`config.mk`:
```
export PLATFORM = sky130hd
export DESIGN_NAME = enemy_spawn_sched
export DESIGN_NICKNAME = d
export VERILOG_FILES = /design/src/rtl/enemy_pkg.sv /design/src/rtl/fire_rr_arb.sv /design/src/rtl/enemy_spawn_sched.sv
export SDC_FILE = /design/constraint.sdc
export NUM_CORES = 1
export LEC_CHECK = 0
export ABC_AREA = 1
export CELL_PAD_IN_SITES_DETAIL_PLACEMENT = 1
export CELL_PAD_IN_SITES_GLOBAL_PLACEMENT = 1
export CORE_ASPECT_RATIO = 1.75
export CORE_MARGIN = 5
export CORE_UTILIZATION = 30
export DETAILED_ROUTE_END_ITERATION = 16
export GPL_TIMING_DRIVEN = 0
export PLACE_DENSITY_LB_ADDON = 0.1
export SLEW_MARGIN = 20
export SYNTH_ARGS = -nofsm -noshare
export SYNTH_HDL_FRONTEND = slang
export SYNTH_SLANG_ARGS = --single-unit
```
`constraint.sdc`:
```
create_clock -name frame_clk -period 3.5 [get_ports frame_clk]
set_clock_uncertainty 0.1 [all_clocks]
set_input_delay 0.7 -clock frame_clk [delete_from_list [all_inputs] [get_ports frame_clk]]
set_output_delay 0.7 -clock frame_clk [all_outputs]
set_load 0.01 [all_outputs]
```
`src/rtl/enemy_pkg.sv`:
```
// Shared definitions for the enemy spawn scheduler.
//   - SCREEN_W    : visible screen width; an entry spawns once it is within one screen of the view.
//   - sched_state_e : level sequencing states.
//   - spawn_x_at / spawn_y_at : per-level spawn table (world X, screen Y), 8 entries.
package enemy_pkg;

  localparam logic [12:0] SCREEN_W = 13'd640;
  localparam int unsigned TABLE_LEN = 8;

  typedef enum logic [1:0] {
    StIdle,
    StRun,
    StClear
  } sched_state_e;

  // Out-of-range indices return 0 so a fully consumed table never reads past its end.
  function automatic logic [12:0] spawn_x_at(input int unsigned idx);
    case (idx)
      0:       return 13'd800;
      1:       return 13'd1584;
      2:       return 13'd2352;
      3:       return 13'd3790;
      4:       return 13'd4400;
      5:       return 13'd5100;
      6:       return 13'd5800;
      7:       return 13'd6500;
      default: return 13'd0;
    endcase
  endfunction

  function automatic logic [9:0] spawn_y_at(input int unsigned idx);
    case (idx)
      0:       return 10'd159;
      1:       return 10'd351;
      2:       return 10'd255;
      3:       return 10'd255;
      4:       return 10'd159;
      5:       return 10'd255;
      6:       return 10'd351;
      7:       return 10'd159;
      default: return 10'd0;
    endcase
  endfunction

endpackage

```
`src/rtl/fire_rr_arb.sv`:
```
// Fire-request arbiter for the enemy slots.
// Build option: SPAWN_FIRE_ARB_EN
//   defined   : round-robin grant with a FIRE_GAP-frame cooldown between any two grants.
//   undefined : grant is simply the registered request vector, no cooldown or pointer.
// Ports:
//   frame_clk : frame clock
//   Reset     : asynchronous active-high reset
//   play      : high = running; low = hold all state, grant forced to 0
//   req       : per-slot fire requests, already qualified by slot occupancy
//   gnt       : registered grant, one-hot or zero when arbitrated
module fire_rr_arb #(
  parameter int unsigned NSLOT    = 4,
  parameter int unsigned FIRE_GAP = 30
) (
  input  logic             frame_clk,
  input  logic             Reset,
  input  logic             play,
  input  logic [NSLOT-1:0] req,
  output logic [NSLOT-1:0] gnt
);

  logic [NSLOT-1:0] gnt_q, gnt_d;

`ifdef SPAWN_FIRE_ARB_EN
  localparam int unsigned PW = (NSLOT > 1) ? $clog2(NSLOT) : 1;
  localparam int unsigned CW = $clog2(FIRE_GAP + 1);

  logic [PW-1:0] rr_ptr_q, rr_ptr_d;
  logic [CW-1:0] cooldown_q, cooldown_d;
  logic [PW-1:0] idx;

  always_comb begin
    rr_ptr_d   = rr_ptr_q;
    cooldown_d = cooldown_q;
    gnt_d      = '0;
    idx        = '0;
    if (play) begin
      if (cooldown_q == '0) begin
        // Scan from farthest to nearest so the first requester at/after rr_ptr wins.
        for (int k = NSLOT - 1; k >= 0; k--) begin
          idx = PW'((32'(rr_ptr_q) + 32'(k)) % NSLOT);
          if (req[idx]) begin
            gnt_d    = NSLOT'(1) << idx;
            rr_ptr_d = PW'((32'(idx) + 1) % NSLOT);
          end
        end
      end
      if (gnt_d != '0) begin
        cooldown_d = CW'(FIRE_GAP - 1);
      end else if (cooldown_q != '0) begin
        cooldown_d = cooldown_q - CW'(1);
      end
    end
  end

  always_ff @(posedge frame_clk or posedge Reset) begin
    if (Reset) begin
      rr_ptr_q   <= '0;
      cooldown_q <= '0;
      gnt_q      <= '0;
    end else begin
      rr_ptr_q   <= rr_ptr_d;
      cooldown_q <= cooldown_d;
      gnt_q      <= gnt_d;
    end
  end
`else
  always_comb begin
    gnt_d = play ? req : '0;
  end

  always_ff @(posedge frame_clk or posedge Reset) begin
    if (Reset) begin
      gnt_q <= '0;
    end else begin
      gnt_q <= gnt_d;
    end
  end
`endif

  assign gnt = gnt_q;

endmodule

```
`src/rtl/enemy_spawn_sched.sv`:
```
// Enemy spawn scheduler: walks the level spawn table as the world scrolls, allocates enemy
// slots, tracks releases (kill / offscreen), counts kills and arbitrates enemy fire.
// Build option: SPAWN_FIRE_ARB_EN (round-robin fire arbitration with cooldown, see fire_rr_arb).
// Ports:
//   frame_clk   : frame clock, all state advances on its rising edge
//   Reset       : asynchronous active-high reset, aborts the level
//   play        : high = running; low = freeze (spawn_valid / fire_gnt forced low)
//   progress    : world scroll offset
//   kill        : per-slot enemy-hit pulses
//   offscreen   : per-slot left-edge exit flags
//   fire_req    : per-slot fire requests
//   slot_active : slot occupancy
//   spawn_valid : one-frame spawn pulse, with spawn_slot / spawn_x / spawn_y
//   fire_gnt    : fire grant
//   kill_count  : saturating kill counter
//   level_clear : all spawns done and every slot empty
module enemy_spawn_sched
  import enemy_pkg::*;
#(
  parameter int unsigned NSLOT    = 4,
  parameter int unsigned NSPAWN   = 8,
  parameter int unsigned FIRE_GAP = 30
) (
  input  logic             frame_clk,
  input  logic             Reset,
  input  logic             play,
  input  logic [11:0]      progress,
  input  logic [NSLOT-1:0] kill,
  input  logic [NSLOT-1:0] offscreen,
  input  logic [NSLOT-1:0] fire_req,
  output logic [NSLOT-1:0] slot_active,
  output logic             spawn_valid,
  output logic [1:0]       spawn_slot,
  output logic [12:0]      spawn_x,
  output logic [9:0]       spawn_y,
  output logic [NSLOT-1:0] fire_gnt,
  output logic [7:0]       kill_count,
  output logic             level_clear
);

  localparam int unsigned IW = $clog2(NSPAWN + 1);

  sched_state_e     state_q, state_d;
  logic [IW-1:0]    next_idx_q, next_idx_d;
  logic [NSLOT-1:0] slot_active_q, slot_active_d;
  logic             spawn_valid_q, spawn_valid_d;
  logic [1:0]       spawn_slot_q, spawn_slot_d;
  logic [12:0]      spawn_x_q, spawn_x_d;
  logic [9:0]       spawn_y_q, spawn_y_d;
  logic [7:0]       kill_count_q, kill_count_d;

  logic [NSLOT-1:0] release_m, kill_acc, alloc_m;
  logic             free_found, trigger, spawn_ok;
  logic [1:0]       free_slot;
  logic [12:0]      tbl_x;
  logic [8:0]       kill_sum;
  logic [NSLOT-1:0] gnt_raw;

  always_comb begin
    // Allocation looks only at registered occupancy, so a slot freed this frame stays
    // unavailable until the following frame.
    release_m  = slot_active_q & (kill | offscreen);
    kill_acc   = slot_active_q & kill;
    free_found = 1'b0;
    free_slot  = '0;
    for (int i = NSLOT - 1; i >= 0; i--) begin
      if (!slot_active_q[i]) begin
        free_found = 1'b1;
        free_slot  = 2'(i);
      end
    end

    tbl_x = spawn_x_at(32'(next_idx_q));
    // The first play frame (IDLE->RUN) already behaves as RUN so the first spawn lands the
    // frame after play rises.
    trigger  = ((state_q == StRun) || (state_q == StIdle)) &&
               (next_idx_q < IW'(NSPAWN)) &&
               (({1'b0, progress} + SCREEN_W) >= tbl_x);
    spawn_ok = trigger && free_found;
    alloc_m  = spawn_ok ? (NSLOT'(1) << free_slot) : '0;

    kill_sum = {1'b0, kill_count_q};
    for (int i = 0; i < NSLOT; i++) begin
      kill_sum = kill_sum + 9'(kill_acc[i]);
    end

    state_d       = state_q;
    next_idx_d    = next_idx_q;
    slot_active_d = slot_active_q;
    spawn_valid_d = 1'b0;
    spawn_slot_d  = spawn_slot_q;
    spawn_x_d     = spawn_x_q;
    spawn_y_d     = spawn_y_q;
    kill_count_d  = kill_count_q;

    if (play) begin
      slot_active_d = (slot_active_q & ~release_m) | alloc_m;
      kill_count_d  = (kill_sum > 9'd255) ? 8'd255 : kill_sum[7:0];
      spawn_valid_d = spawn_ok;
      if (spawn_ok) begin
        next_idx_d   = next_idx_q + IW'(1);
        spawn_slot_d = free_slot;
        spawn_x_d    = tbl_x - {1'b0, progress};
        spawn_y_d    = spawn_y_at(32'(next_idx_q));
      end
      case (state_q)
        StIdle:  state_d = StRun;
        StRun: begin
          if ((next_idx_q == IW'(NSPAWN)) && (slot_active_q == '0)) state_d = StClear;
        end
        default: state_d = state_q;
      endcase
    end
  end

  always_ff @(posedge frame_clk or posedge Reset) begin
    if (Reset) begin
      state_q       <= StIdle;
      next_idx_q    <= '0;
      slot_active_q <= '0;
      spawn_valid_q <= 1'b0;
      spawn_slot_q  <= '0;
      spawn_x_q     <= '0;
      spawn_y_q     <= '0;
      kill_count_q  <= '0;
    end else begin
      state_q       <= state_d;
      next_idx_q    <= next_idx_d;
      slot_active_q <= slot_active_d;
      spawn_valid_q <= spawn_valid_d;
      spawn_slot_q  <= spawn_slot_d;
      spawn_x_q     <= spawn_x_d;
      spawn_y_q     <= spawn_y_d;
      kill_count_q  <= kill_count_d;
    end
  end

  fire_rr_arb #(
    .NSLOT   (NSLOT),
    .FIRE_GAP(FIRE_GAP)
  ) u_fire_arb (
    .frame_clk(frame_clk),
    .Reset    (Reset),
    .play     (play),
    .req      (fire_req & slot_active_q),
    .gnt      (gnt_raw)
  );

  // Pulse outputs drop as soon as play falls, without waiting for the next frame edge.
  assign spawn_valid = spawn_valid_q & play;
  assign fire_gnt    = gnt_raw & {NSLOT{play}};
  assign slot_active = slot_active_q;
  assign spawn_slot  = spawn_slot_q;
  assign spawn_x     = spawn_x_q;
  assign spawn_y     = spawn_y_q;
  assign kill_count  = kill_count_q;
  assign level_clear = (state_q == StClear);

endmodule

```
==> metrics, run 1 <==
Setup-failing EPs final 0; mux cell area share after synthesis 0%; Synth cell types 34; antenna violations before repair 0; Max Slew Vio Count 0; Yosys reg bits 43; post-synthesis cell count 449; Synth Area in Adders 15.2%; n_diodes 0; worst reg-to-reg path cell count 16; CTS Buffer Depth 2; buffers added on ports 67; clk_lat worst skew ~0.28 ns; Slew headroom approximately three fifths; H-tree levels 2; Layout area overhead 31.1%; Arr. time, crit path around 3.3 ns; worst r2r src next_idx_q[0]$_DFFE_PP0P_; min Tclk post-route 3.19 ns; grt total ovfl 0; PwrDens 314 mW/mm^2; width of the die ~90 um; DR WL/cell 15.2 um; FF-to-FF End spawn_x[2]$_DFFE_PP0P_; root buffer selected by CTS clkbuf_16; Util after Layout 39.7%; peak supply drop approximately 0.36 mV; syn_area_per_cell 7.40 um^2; 1st-iter DRT viols 53; GP Congestion 0.813; Initial Utilization 30.3%; Hold Crit Start spawn_x[7]$_DFFE_PP0P_; Slew @ Worst Pin 0.613 ns; Synthesized Nets 514; Synth Area in Simple Gates a little over a quarter; Seq/Total Area, Yosys 32.4%; Tcrit/Tclk final 91.1%; highest clock rate 314 MHz; status completed; post-DR vias/cell 4.75; GRT Util Overall 15.8%; commonest cells after routing, fill and taps aside nand2_1, clkdlybuf4s50_1, inv_1; crit path to kill_count[5]$_DFFE_PP0P_; CP Class input port to flop; CORE AREA 0.0110 mm^2; max-cap viol count 0; post-synthesis compound-gate area fraction 10.7%; Top Ports 70; CTS Buf Count 5; R2R setup slack 0.37 ns; Synth Area in XOR/XNOR ~3.7%; largest family of logic cells by synthesized area simple AND/OR/NAND/NOR gates; Crit. End Element flop; residual DRC count 0; CTS tree done; nets about 590; Final Hold Viols 0; layout cells sized above 1 8.57%; clk sink count 43; setup repair after global routing missed its margin false; Lkg Pwr about 2.2 nW; Hold WC Path Type flop to flop; hold-fix buffers at CTS 0; DP HPWL 8520 um; WP data required 3.61 ns; DRT Wirelength 9960 um; Die Ht 149 um; vias in the first global route 3329; hold_ws 0.380 ns; synthesized cell area 0.00332 mm^2; Final ANT Viol Nets 0; clk slew on worst S/H paths around 0.06 ns; First-pass DRT Iterations 4; Critical Path Fanout Max 6; commonest non-fill, non-tap cell in the layout nand2_1; Ys Warns 0; Die ar. 0.0134 mm^2; CP Launch Type input port; via count just over 3000; cell row count 51; Crit. Startpoint kill[0]; largest net degree at the start of global routing 30; global-route wire length before repair 16200 um
==> through the flow <==
stage / power (mW) / worst slack [ns] / setup TNS [ns] / std cells / cell area (um^2)
floorplan: 0.708 / 0.790 / 0 / 449 / 3320
global placement: 0.834 / -0.0104 / -0.0232 / 648 / 4160
detailed placement: 0.844 / -0.0248 / -0.0746 / 649 / 4180
CTS: 1.40 / 0.180 / 0 / 657 / 4350
global route: 1.45 / 0.0581 / 0 / 657 / 4360
finish: 1.37 / 0.312 / 0 / 657 / 4360
==> worst max-delay path: stages <==
cell and delay [ns]:
clkdlybuf4s50_1 0.48, nand2_1 0.08, fa_1 0.50, fa_1 0.43, inv_1 0.09, fa_1 0.22
nand2_1 0.07, nor2_1 0.13, nand2_1 0.09, nor2_1 0.12, nand3_1 0.22, nand3_1 0.16
==> how the worst min path moves through the flow <==
| stage | endpoint | slack, ns | cells after the start |
|---|---|---|---|
| after floorplan | state_q[0]$_DFFE_PP0P_ | 0.38 | 1 |
| after global placement | spawn_x[1]$_DFFE_PP0P_ | 0.37 | 2 |
| after detailed placement | spawn_x[7]$_DFFE_PP0P_ | 0.38 | 2 |
| after CTS | spawn_x[7]$_DFFE_PP0P_ | 0.39 | 2 |
| after global routing | spawn_x[1]$_DFFE_PP0P_ | 0.41 | 2 |
| final | spawn_x[7]$_DFFE_PP0P_ | 0.38 | 2 |
==> registers in the layout (all words and copies together) (netlist names) <==
| register | count |
|---|---|
| state_q | 2 |
| spawn_x | 13 |
| spawn_y | 5 |
| spawn_slot | 2 |
| kill_count | 8 |
| spawn_valid_q | 1 |
| u_fire_arb.gnt | 4 |
| slot_active | 4 |
| next_idx_q | 4 |
==> routing by layer <==
layer	global-route usage (%)	wire length, um	vias to the layer above
met1	15.5	3440	1510
met5	0	0	-
met2	32.5	5990	52
li1	-	-	1546
met4	4.92	207	0
met3	1.44	326	10
==> report_power, final <==
group,leakage [nW],internal [mW],switching (mW)
Clock,0.0868,0.355,0.186
Sequential,0.567,0.524,0.0310
Combinational,1.54,0.134,0.140
Total,2.20,1.01,0.357
==> logic make-up after synthesis <==
kind of cell    count (synthesis)
xor+xnor                       14
compound gates                 57
fa+ha+maj                      38
simple gates                  210
flops                          43
buf+inv                        86
other cells                     1
==> final cells by class <==
| class | count | area [um^2] |
|---|---|---|
| clock buffer | 6 | 139 |
| tap | 132 | 165 |
| multi-input combinational | 320 | 1870 |
| sequential | 43 | 1080 |
| buffer | 14 | 114 |
| clock inverter | 2 | 35.0 |
| fill | 1402 | 6620 |
| inverter | 72 | 270 |
| timing repair buffer | 68 | 691 |
==> synthesized netlist by cell type <==
cell type  instances  area [um^2]
ha_1              34          425
fa_1               4         80.1
dfrtp_1           43         1080
nand4_2            1         12.5
nand2_1          128          480
a21oi_1           15         75.1
a31oi_1            1         6.26
o21ai_0           19         95.1
a211oi_1           1         7.51
o22ai_1            1         6.26
or2_2              1         6.26
inv_2              4         15.0
or2_1              1         6.26
conb_1             1         3.75
clkinv_1           1         3.75
buf_4              6         45.0
o21ai_2           13          114
buf_2              1         5.00
nor2_1            43          161
nand4_1            5         31.3
nor4_4             1         21.3
o31ai_1            1         7.51
a21o_1             1         7.51
nor3_1             4         20.0
buf_6              5         56.3
inv_1             67          251
nor4_1             1         6.26
nand3_1           22          110
nand2_2            2         12.5
o21bai_1           5         37.5
and2_1             1         6.26
clkbuf_1           2         7.51
xor2_1            10         87.6
xnor2_1            4         35.0
==> what timing repair did <==
item	in CTS	in global routing
gates resized for setup	0	1
setup buffers	0	0
endpoints found under the setup margin	0	17
No activity file was read; power rests on OpenSTA's default activity.
==> run 2, diff against run 1 <==
Settings changed: ABC_CLOCK_PERIOD_IN_PS from default to 3500, CORE_MARGIN 5 to default.
==> run 2 against run 1 <==
Final cell count decreased by 0.30%. Total power down 5.6%. First-iteration DRC count down 5.7%. Wire length down 1.7%. Sequential share of layout area increased by 0.24 points.
==> metrics, run 2 (synthesis gave the netlist of run 1 again) <==
min Tclk post-route about 3.3 ns; status completed; highest clock rate just over 300 MHz; Max Slew Vio Count 0; switching pwr 371 uW; Worst Path Buf+Inv 5; CP max stage cell dfrtp_1; clk_lat worst skew 0.29 ns; CTS Buffer Depth 2; Final ANT Viol Nets 0; PostCTS Resize Cnt 0; CTS Buf Count 5; FF+latch area around 0.0011 mm^2; DR WL/cell ~15 um; Lkg Pwr roughly 2.2 nW; grt total ovfl 0; global-route wire length before repair 15700 um; total power draw approximately 1.3 mW; DP HPWL about 8200 um; cell row count 50; Final Hold Viols 0; max-cap viol count 0; Critical Path Max Stage Delay 0.43 ns; commonest non-fill, non-tap cell in the layout nand2_1; Tcrit/Tclk final 93.5%; Setup-failing EPs final 0; clk slew on worst S/H paths around 0.060 ns; nets 589; Reg power frac 42.9%; CP Launch Type flop; sw frac 28.7%; root buffer selected by CTS clkbuf_16; Top Ports 70; WP data required 3.58 ns; Initial Utilization between 30% and 40%; Comb pwr share 21.3%; PwrDens 300 mW/mm^2; Crit. End Element flop; delay-heaviest family, CP simple AND/OR/NAND/NOR gates; critical path, cell by cell inv_1 > ha_1 > nor2_1 > nor2_1 > inv_1 > ha_1 > nand2_1 > inv_1 > nand2_1 > nor2_1 > nand2_1 > nand4_2 > nand2_2 > buf_6 > buf_6 > nand2_1 > o21ai_2; R2R setup slack 0.23 ns; peak supply drop 0.357 mV; Critical Path Fanout Max 10; post-DR vias/cell around 4.7; GP Congestion 0.816; Layout area overhead 29.8%; setup repair after global routing missed its margin false; CORE AREA around 0.011 mm^2; Critical Path Stages 17; H-tree levels 2; final instance area 0.00431 mm^2; antenna violations before repair 0; Die Ht ~140 um; hold path depth 2; post-CTS setup buffers 0; # fillers ~1300; critical path's most frequent cell nand2_1; via count 3055; Slew headroom roughly three fifths; max reg flops 13; Int Pwr 922 uW; clk sink count between 40 and 50; width of the die 81.6 um; 1st-iter DRT viols 50; area of the multi-input gates 0.00186 mm^2; vias in the first global route ~3100; Die ar. 0.0115 mm^2; placed inst area 0.00418 mm^2; GRT Util Overall 18.4%; CP Class flop to flop; Slew @ Worst Pin 0.616 ns; largest net degree at the start of global routing 32; hold-fix buffers at CTS 0; residual DRC count 0; Hold WC Path Type flop to flop; CTS tree done; worst reg-to-reg path cell count 17; n_diodes 0; First-pass DRT Iterations 4; Arr. time, crit path 3.35 ns; DRT Wirelength 9790 um; buffers added on ports 67; commonest cells after routing, fill and taps aside nand2_1, clkdlybuf4s50_1, inv_1; layout cells sized above 1 8.00%; Clk pwr share 35.8%
[run 2: path summary, 6_finish.rpt]
kind	start	to
min in group asynchronous	Reset	kill_count[7]$_DFFE_PP0P_
max reg2reg	next_idx_q[0]$_DFFE_PP0P_	spawn_x[3]$_DFFE_PP0P_
min reg2reg	spawn_slot[1]$_DFFE_PP0P_	spawn_slot[1]$_DFFE_PP0P_
max in group asynchronous	Reset	spawn_y[5]$_DFFE_PP0P_
min	spawn_slot[1]$_DFFE_PP0P_	spawn_slot[1]$_DFFE_PP0P_
max	next_idx_q[0]$_DFFE_PP0P_	spawn_x[3]$_DFFE_PP0P_
[run 2: layout make-up]
| type | count | share of cell area, % |
|---|---|---|
| buffer | 14 | 2.64 |
| clock buffer | 7 | 3.07 |
| clock inverter | 1 | 0.116 |
| inverter | 72 | 6.26 |
| multi-input combinational | 320 | 43.2 |
| sequential | 43 | 24.9 |
| tap | 130 | 3.77 |
| timing repair buffer | 68 | 16.0 |
[run 2: through the flow]
step           instances  hold WS (ns)  setup WS, ns  TNS [ns]  utilization [%]
4_1_cts              655         0.385         0.143         0             40.1
2_1_floorplan        449         0.384         0.790         0                -
3_5_place_dp         647         0.368       -0.0704    -0.774             38.8
3_3_place_gp         646         0.371       -0.0776    -0.328             38.6
6_report             655         0.377         0.227         0             40.1
5_1_grt              655         0.396        0.0258         0             40.1
[run 2: worst register-to-register path, stage by stage (launching register included)]
cell and delay, ns:
dfrtp_1 0.43, inv_1 0.18, ha_1 0.40, nor2_1 0.08, nor2_1 0.30, inv_1 0.15, ha_1 0.43, nand2_1 0.09
inv_1 0.06, nand2_1 0.04, nor2_1 0.13, nand2_1 0.08, nand4_2 0.14, nand2_2 0.10, buf_6 0.17, buf_6 0.15
nand2_1 0.08, o21ai_2 0.06
[run 2: layer usage]
metal	wire [um]	up-vias	global-route usage, %
met2	5820	46	37.2
met5	0	-	0
met3	221	10	1.55
met4	172	0	6.20
li1	-	1543	-
met1	3570	1456	18.3
[run 2: power by group through the flow]
stage	Combinational [mW]	Clock (mW)	Sequential (mW)
after global placement	0.268	0	0.562
after floorplan	0.137	0	0.571
after detailed placement	0.281	0	0.564
after CTS	0.282	0.479	0.555
after global routing	0.312	0.501	0.559
final	0.275	0.463	0.555
==> run 3, diff against run 2 <==
Settings changed: CAP_MARGIN from default to 15, CORE_MARGIN from default to 10.
==> run 3 against run 2 <==
Flip-flop and latch count did not move. Combinational power barely moved. Worst hold slack improved by 0.0065 ns. Global-route usage fell by 5.2 points. Critical path depth fell by 5. Cell area rose by 0.14%. Critical path type is now input port to flop. Highest routed layer unchanged.
==> metrics, run 3 (synthesis gave the netlist of run 1 again) <==
commonest cells after routing, fill and taps aside nand2_1, clkdlybuf4s50_1, inv_1; FF-to-FF End spawn_y[5]$_DFFE_PP0P_; Arr. time, crit path ~3.4 ns; grt total ovfl 0; Critical Path Fanout Max 6; WP data required 3.60 ns; clk sink count 43; Final ANT Viol Nets 0; Crit. End Element flop; Post-Layout Cell Count 654; hold-fix buffers at CTS 0; max-cap viol count 0; clk_lat worst skew 0.29 ns; Die Ht 159 um; Die ar. between 0.015 and 0.02 mm^2; CP max stage cell fa_1; CP Launch Type input port; post-DR vias/cell 4.69; PwrDens 300 mW/mm^2; root buffer selected by CTS clkbuf_16; Max Slew Vio Count 0; CP Class input port to flop; CTS Buffer Depth 2; hold endpoint spawn_x[5]$_DFFE_PP0P_; nets just under 600; DRT Wirelength 10300 um; min Tclk post-route between 3 and 4 ns; CORE AREA 0.0108 mm^2; GRT met3 Usage 2.04%; Initial Utilization between 30% and 40%; GRT Util Overall about an eighth; n_diodes 0; commonest non-fill, non-tap cell in the layout nand2_1; clk slew on worst S/H paths about 0.060 ns; width of the die 99.6 um; max reg flops 13; Worst Path Buf+Inv 2; PostCTS Resize Cnt 0; buffers added on ports 67; Hold Crit Start spawn_x[5]$_DFFE_PP0P_; cell row count 50; GP Congestion between 0.8 and 0.9; Tcrit/Tclk final between 90% and 100%; via count roughly 3100; DP Cell Count 647; worst r2r src next_idx_q[0]$_DFFE_PP0P_; vias in the first global route 3427; peak supply drop about 0.4 mV; Slew headroom 61.5%; Final Hold Viols 0; layout cells sized above 1 8.21%; DR WL/cell 15.7 um; worst reg-to-reg path cell count 17; Layout area overhead 30.0%; highest clock rate 307 MHz; Top Ports 70; Hold WC Path Type flop to flop; hold path depth 2; R2R setup slack ~0.32 ns; Slew @ Worst Pin approximately 0.57 ns; residual DRC count 0; Setup-failing EPs final 0; setup repair after global routing missed its margin false; global-route wire length before repair between 15000 and 20000 um; total power draw 1.30 mW; busiest layer in global routing met2; CTS Buf Count 5; First-pass DRT Iterations 4; met1 usage 12.0%; post-CTS setup buffers 0; status completed; 1st-iter DRT viols 112; setup TNS 0 ns; Critical Path Max Stage Delay 0.51 ns; H-tree levels 2; CTS tree done; Lkg Pwr around 2.2 nW; critical path, cell by cell clkdlybuf4s50_1 > nand2_1 > fa_1 > fa_1 > inv_1 > fa_1 > nand2_1 > nor2_1 > nand2_1 > nor2_1 > nand3_1 > o21ai_0; DP HPWL 8690 um; GRT met2 Usage 27.0%; delay-heaviest family, CP adder cells; Util after Layout 40.2%; antenna violations before repair 0; largest net degree at the start of global routing 32
==> run 3: cell count changes in the layout (fill, tap and decap cells not counted), sizes merged <==
cell	previous run	this run
clkbuf	9	8
==> run 3: area by class of cell <==
type | count | area [um^2]
fill | 1373 | 6440
multi-input combinational | 320 | 1860
sequential | 43 | 1080
timing repair buffer | 68 | 691
inverter | 72 | 270
tap | 130 | 163
clock buffer | 6 | 139
buffer | 14 | 114
clock inverter | 1 | 5.00
==> run 3: per-stage QoR <==
| stage | cell area (um^2) | hold slack [ns] | setup slack (ns) |
|---|---|---|---|
| 2_1_floorplan | 3320 | 0.384 | 0.790 |
| 3_3_place_gp | 4160 | 0.370 | -0.0508 |
| 3_5_place_dp | 4180 | 0.371 | -0.0717 |
| 4_1_cts | 4320 | 0.387 | 0.217 |
| 5_1_grt | 4320 | 0.416 | 0.0188 |
| 6_report | 4320 | 0.384 | 0.238 |
==> run 3: per-layer routing <==
layer  up-vias  routed length (um)
met4         0                 131
met5         -                   0
met3         6                 365
li1       1539                   -
met2        48                6160
met1      1475                3610
==> run 3: worst max-delay path by stage <==
stage                     cells after the start                        end  startpoint  slack, ns
after floorplan                              11  kill_count[3]$_DFFE_PP0P_     kill[0]       0.79
after global placement                       12  kill_count[5]$_DFFE_PP0P_     kill[0]      -0.05
after detailed placement                     12  kill_count[1]$_DFFE_PP0P_     kill[0]      -0.07
after CTS                                    12  kill_count[1]$_DFFE_PP0P_     kill[0]       0.22
after global routing                         12  kill_count[1]$_DFFE_PP0P_     kill[0]       0.02
final                                        12  kill_count[1]$_DFFE_PP0P_     kill[0]       0.24
==> run 3: tightest hold or removal path: stages (launching register included) <==
cell	delay, ns
dfrtp_1	0.34
nand2_1	0.05
o21ai_0	0.06
==> run 3: power by group <==
group          leakage (nW)  internal, mW  switching [mW]
logic                  1.54         0.133           0.142
clock network        0.0727         0.279           0.188
registers             0.567         0.524          0.0306
